==> src/rtl/coin_accumulator.sv <==
// Purpose: upstream credit stage of the soda machine; accumulates coin credit in 5-cent units.
// Latency: coin to summ 1 cycle; dispense/cancel to change pulse 1 cycle; one lock-out cycle after a vend.
// Backpressure: none upstream; coins that cannot be taken are returned via a registered coin_reject pulse.
module coin_accumulator #(
    parameter int PRICE = 5,
    parameter int W     = 4
) (
    input  logic         CLK,
    input  logic         reset,
    input  logic         coin_valid,
    input  logic [1:0]   coin_type,
    input  logic         cancel,
    input  logic         M,
    output logic [W-1:0] summ,
    output logic [W-1:0] change,
    output logic         change_valid,
    output logic         coin_reject,
    output logic         busy
);

    typedef enum logic {
        COLLECT = 1'b0,
        VEND    = 1'b1
    } state_t;

    localparam logic [1:0] COIN_NICKEL  = 2'b00;
    localparam logic [1:0] COIN_DIME    = 2'b01;
    localparam logic [1:0] COIN_QUARTER = 2'b10;

    // Largest credit the register can hold, expressed at the widened sum width.
    localparam logic [W:0]   MAX_CREDIT = {1'b0, {W{1'b1}}};
    localparam logic [W-1:0] PRICE_W    = W'(PRICE);

    state_t       state;
    logic [W-1:0] coin_val;
    logic         coin_known;
    logic [W:0]   sum_ext;
    logic         coin_fits;

    // Decode the coin denomination; a slug has no value and is flagged unknown.
    always_comb begin
        coin_val   = '0;
        coin_known = 1'b1;
        case (coin_type)
            COIN_NICKEL:  coin_val = W'(1);
            COIN_DIME:    coin_val = W'(2);
            COIN_QUARTER: coin_val = W'(5);
            default:      coin_known = 1'b0;
        endcase
    end

    // Sum one bit wider than the credit so an overflowing coin is detected rather than wrapped.
    always_comb begin
        sum_ext   = {1'b0, summ} + {1'b0, coin_val};
        coin_fits = coin_known && (sum_ext <= MAX_CREDIT);
    end

    // Credit FSM: vend beats cancel beats coin; all outputs registered, pulses self-clear.
    always_ff @(posedge CLK) begin
        if (reset) begin
            state        <= COLLECT;
            summ         <= '0;
            change       <= '0;
            change_valid <= 1'b0;
            coin_reject  <= 1'b0;
        end else begin
            change_valid <= 1'b0;
            coin_reject  <= 1'b0;
            case (state)
                COLLECT: begin
                    if (M) begin
                        // Downstream decided to dispense: hand back the excess and lock out coins.
                        summ         <= '0;
                        change       <= summ - PRICE_W;
                        change_valid <= 1'b1;
                        coin_reject  <= coin_valid;
                        state        <= VEND;
                    end else if (cancel) begin
                        // Full refund; no pulse when there is nothing to return.
                        summ        <= '0;
                        coin_reject <= coin_valid;
                        if (summ != '0) begin
                            change       <= summ;
                            change_valid <= 1'b1;
                        end
                    end else if (coin_valid) begin
                        if (coin_fits) begin
                            summ <= sum_ext[W-1:0];
                        end else begin
                            coin_reject <= 1'b1;
                        end
                    end
                end
                VEND: begin
                    // Single lock-out cycle while the item drops.
                    summ        <= '0;
                    coin_reject <= coin_valid;
                    state       <= COLLECT;
                end
                default: begin
                    state <= COLLECT;
                end
            endcase
        end
    end

    // busy simply reflects the registered state, so it is glitch-free.
    always_comb begin
        busy = (state == VEND);
    end

endmodule

==> config.mk <==
export PLATFORM = sky130hd
export DESIGN_NAME = coin_accumulator
export DESIGN_NICKNAME = d
export VERILOG_FILES = /design/src/rtl/coin_accumulator.sv
export SDC_FILE = /design/constraint.sdc
export NUM_CORES = 1
export LEC_CHECK = 0
export ABC_CLOCK_PERIOD_IN_PS = 2350
export CAP_MARGIN = 5
export CORE_MARGIN = 4
export CORE_UTILIZATION = 35
export CTS_BUF_LIST = sky130_fd_sc_hd__clkbuf_16
export DETAILED_ROUTE_END_ITERATION = 16
export GPL_TIMING_DRIVEN = 0
export PLACE_DENSITY = 0.61
export SETUP_SLACK_MARGIN = 0.15
export SLEW_MARGIN = 10
export SYNTH_ARGS = -nofsm -noshare
export SYNTH_HDL_FRONTEND = slang
export SYNTH_SLANG_ARGS = --single-unit
==> constraint.sdc <==
create_clock -name CLK -period 2.35 [get_ports CLK]
set_input_delay 0.3525 -clock CLK [delete_from_list [all_inputs] [get_ports CLK]]
set_output_delay 0.3525 -clock CLK [all_outputs]
set_load 0.03 [all_outputs]
==> impl_metrics.csv <==
group,metric,value,unit
floorplanning,die_area,0.002545,mm2
yosys,synth.distinct_cells,27,
yosys,synth_compound_area_share,14.09,%
floorplanning,dieWidth,50.45,um
timing,tns,0,ns
final_layout,antenna_cells,0,
clocking,post_cts_buffers,0,
power,p_per_area,670.2,mW/mm2
floorplanning,die_y,50.45,um
timing,finalSetupViolations,0,
place,gp_congestion,0.8044,
worst_hold_path,holdCritPathClass,"in -> reg",
yosys,synthAdderAreaFrac,11.11,%
clocking,root_buffer,"clkbuf_16",
floorplanning,rows,15,
timing,tightest_slew,0.3901,ns
timing,slew_violations,0,
final_layout,num-fill-cells,165,
worst_setup_path,start_kind,"primary input",
floorplanning,fp.coreArea,0.001708,mm2
final_layout,fin_util,52.75,%
worst_setup_path,cp_cell_sequence,"clkdlybuf4s50_1, inv_1, ha_1, inv_1, fa_1, nand3b_1, nand3_2, mux2i_1, nor2_1",
routing,met3_length,110,um
global_route,first_global_vias,508,
yosys,avgSynthCellArea,9.009,um2
yosys,synth_ff_type,"dfxtp_1",
floorplanning,start_util,36.92,%
yosys,ys_top_cells_by_area,"dfxtp_1 35%, ha_1 7.9%, a21oi_1 4.8%, mux2i_1 4.8%, inv_1 4.8%",
yosys,muxShareOfSynthArea,4.762,%
routing,drt_iter0_drc,2,
global_route,grt.total_usage,12.12,%
clocking,cts_hold_buffers,0,
worst_setup_path,slowest_delay,0.49,ns
routing,vias_per_cell,4.670,
clocking,numCtsBuffers,3,
timing,skew,0.002423,ns
timing,finalCriticalPeriod,2.040,ns
yosys,synth_most_common_cell,"dfxtp_1",
final_layout,drive_gt1_share,8.889,%
yosys,synthTopCellsByCount,"11 x dfxtp_1, 8 x inv_1, 8 x nor2_1",
global_route,grt_pass1_wl,2166,um
yosys,synth_nets,82,
timing,hold_viol,0,
global_route,grt_antenna_before_repair,0,
worst_setup_path,cp_common_cell,"inv_1",
floorplanning,ios,18,
global_route,grt_max_degree,10,
power,ir_worst_vdd,0.4125,mV
routing,highest_layer,"met4",
worst_setup_path,end_kind,"flop",
global_route,gr-total-overflow,0,
yosys,synth_top_family_by_area,"simple AND/OR/NAND/NOR gates",
worst_setup_path,critical_path_required,2.48,ns
routing,antenna_left,0,
worst_setup_path,cp_top_family,"buffers and inverters",
clocking,clock_path_buffers,2,
yosys,yosysTopAreaCell,"dfxtp_1",
worst_setup_path,worst-path-buf-inv,3,
clocking,htree_num_levels,1,
place,dp_hpwl,958.7,um
timing,final.period_utilization,86.81,%
timing,relSlewSlack,73.93,%
routing,routed_wl,1214,um
power,p_leak,0.3575,nW
routing,dr.pass1.iters,2,
yosys,synth_cells,70,
clocking,cts_resized,0,
worst_setup_path,cp_slowest_cell,"clkdlybuf4s50_1",
yosys,synth_xor_area_share,5.556,%
place,portBuffers,16,
routing,wl_met1,526,um
yosys,synth_top_area_share,34.92,%
yosys,yosys.area_share.simple,23.02,%
clocking,clock_latency,0.24,ns
worst_setup_path,path_class,"in -> reg",
worst_setup_path,crit_fanout,5,
yosys,seq_area_frac_synth,34.92,%
worst_setup_path,reg2reg_slack,0.52,ns
clocking,cts.sinks,11,
yosys,synth_edf_count,0,
yosys,yosysWarnings,0,
status,status,"finished, final reports clean",
final_layout,nets,103,
worst_setup_path,worst_ep_arrival_time,2.17,ns
routing,route.met2.wl,543,um
routing,wl_per_cell,10.56,um
yosys,synth-seq-cells,11,
yosys,synth_area,630.6,um2
clocking,cts_tree,"yes",
timing,fmax,0.4902,GHz
clocking,clk_pin_slew,0.04,ns
flow_run,cap_violations,0,
routing,drc,0,
routing,vias,537,
final_layout,area.growth.synth_to_final,42.86,%
yosys,async_flop_share,0,%
timing,rsz0062_at_grt,"no",
logic make-up after synthesis:
family / count (synthesis)
muxes: 3
AOI/OAI and AO/OA: 14
buffers and inverters: 9
adders and majority gates: 5
DFF: 11
and+or+nand+nor: 24
xor gates and xnor gates: 4
metal layers:
| metal | vias up | track usage, % |
|---|---|---|
| met3 | 4 | 6.231 |
| met5 | - | 0 |
| met2 | 16 | 17.61 |
| li1 | 281 | - |
| met1 | 236 | 13.16 |
| met4 | 0 | 9.417 |
registers in the layout, summed over array words and instances, names as in the netlist:
| register | count |
|---|---|
| change_valid | 1 |
| summ | 4 |
| change | 4 |
| busy | 1 |
| coin_reject | 1 |
placed cells by master, fill, tap and decap left out, drive strengths merged:
master / instances
nor4b: 1
dfxtp: 11
a311oi: 1
and2: 1
nand3: 1
a21oi: 6
nand2b: 1
xnor2: 3
a211oi: 3
o21ai: 2
ha: 4
nor4: 1
nor2b: 3
inv: 9
mux2i: 3
nand3b: 1
nor3: 2
a41o: 1
a22oi: 1
nand2: 3
or2: 1
xor2: 1
fa: 1
buf: 1
nor2: 9
clkbuf: 3
clkdlybuf4s50: 16
worst reg2reg max path: cells and delay by family, from the launching register on:
kind	cells	cell delay (ns)
adders and majority gates	2	0.62
buffers and inverters	1	0.05
DFF	1	0.43
muxes	1	0.20
and+or+nand+nor	3	0.42
where the power goes:
group	internal (mW)	switching [mW]	leakage, nW
sequential	0.197	0.00535	0.0901
clock	0.224	0.0874	0.0423
combinational	0.0426	0.0482	0.225
total	0.463	0.141	0.357
path summary, 6_finish.rpt:
check | start | end | depth (start not counted)
setup / recovery | coin_type[0] | summ[2] | 9
hold / removal | M | busy | 2
setup reg to reg | summ[0] | summ[2] | 7
hold reg to reg | change[1] | change[1] | 2
area by class of cell:
cell class / count / area, um2 / area share, %
Multi-Input combinational cell: 50 / 369.1 / 40.97
Sequential cell: 11 / 220.2 / 24.44
Timing Repair Buffer: 16 / 160.2 / 17.78
Clock buffer: 3 / 75.07 / 8.333
Tap cell: 25 / 31.28 / 3.472
Inverter: 8 / 30.03 / 3.333
Buffer: 1 / 11.26 / 1.250
Clock inverter: 1 / 3.754 / 0.4167
per-stage QoR:
stage	instance area (um2)	power, mW	std cells	hold slack, ns	setup WS, ns
after floorplan	630.6	0.2617	70	0.4249	0.4421
final	900.9	0.6037	115	0.3704	0.3100
after CTS	900.9	0.6165	115	0.3684	0.3099
after detailed placement	822.0	0.2974	111	0.4893	0.06326
after global routing	900.9	0.6346	115	0.3758	0.1959
after global placement	822.0	0.2962	111	0.4789	0.07685
(Power assumes the default switching activity.)
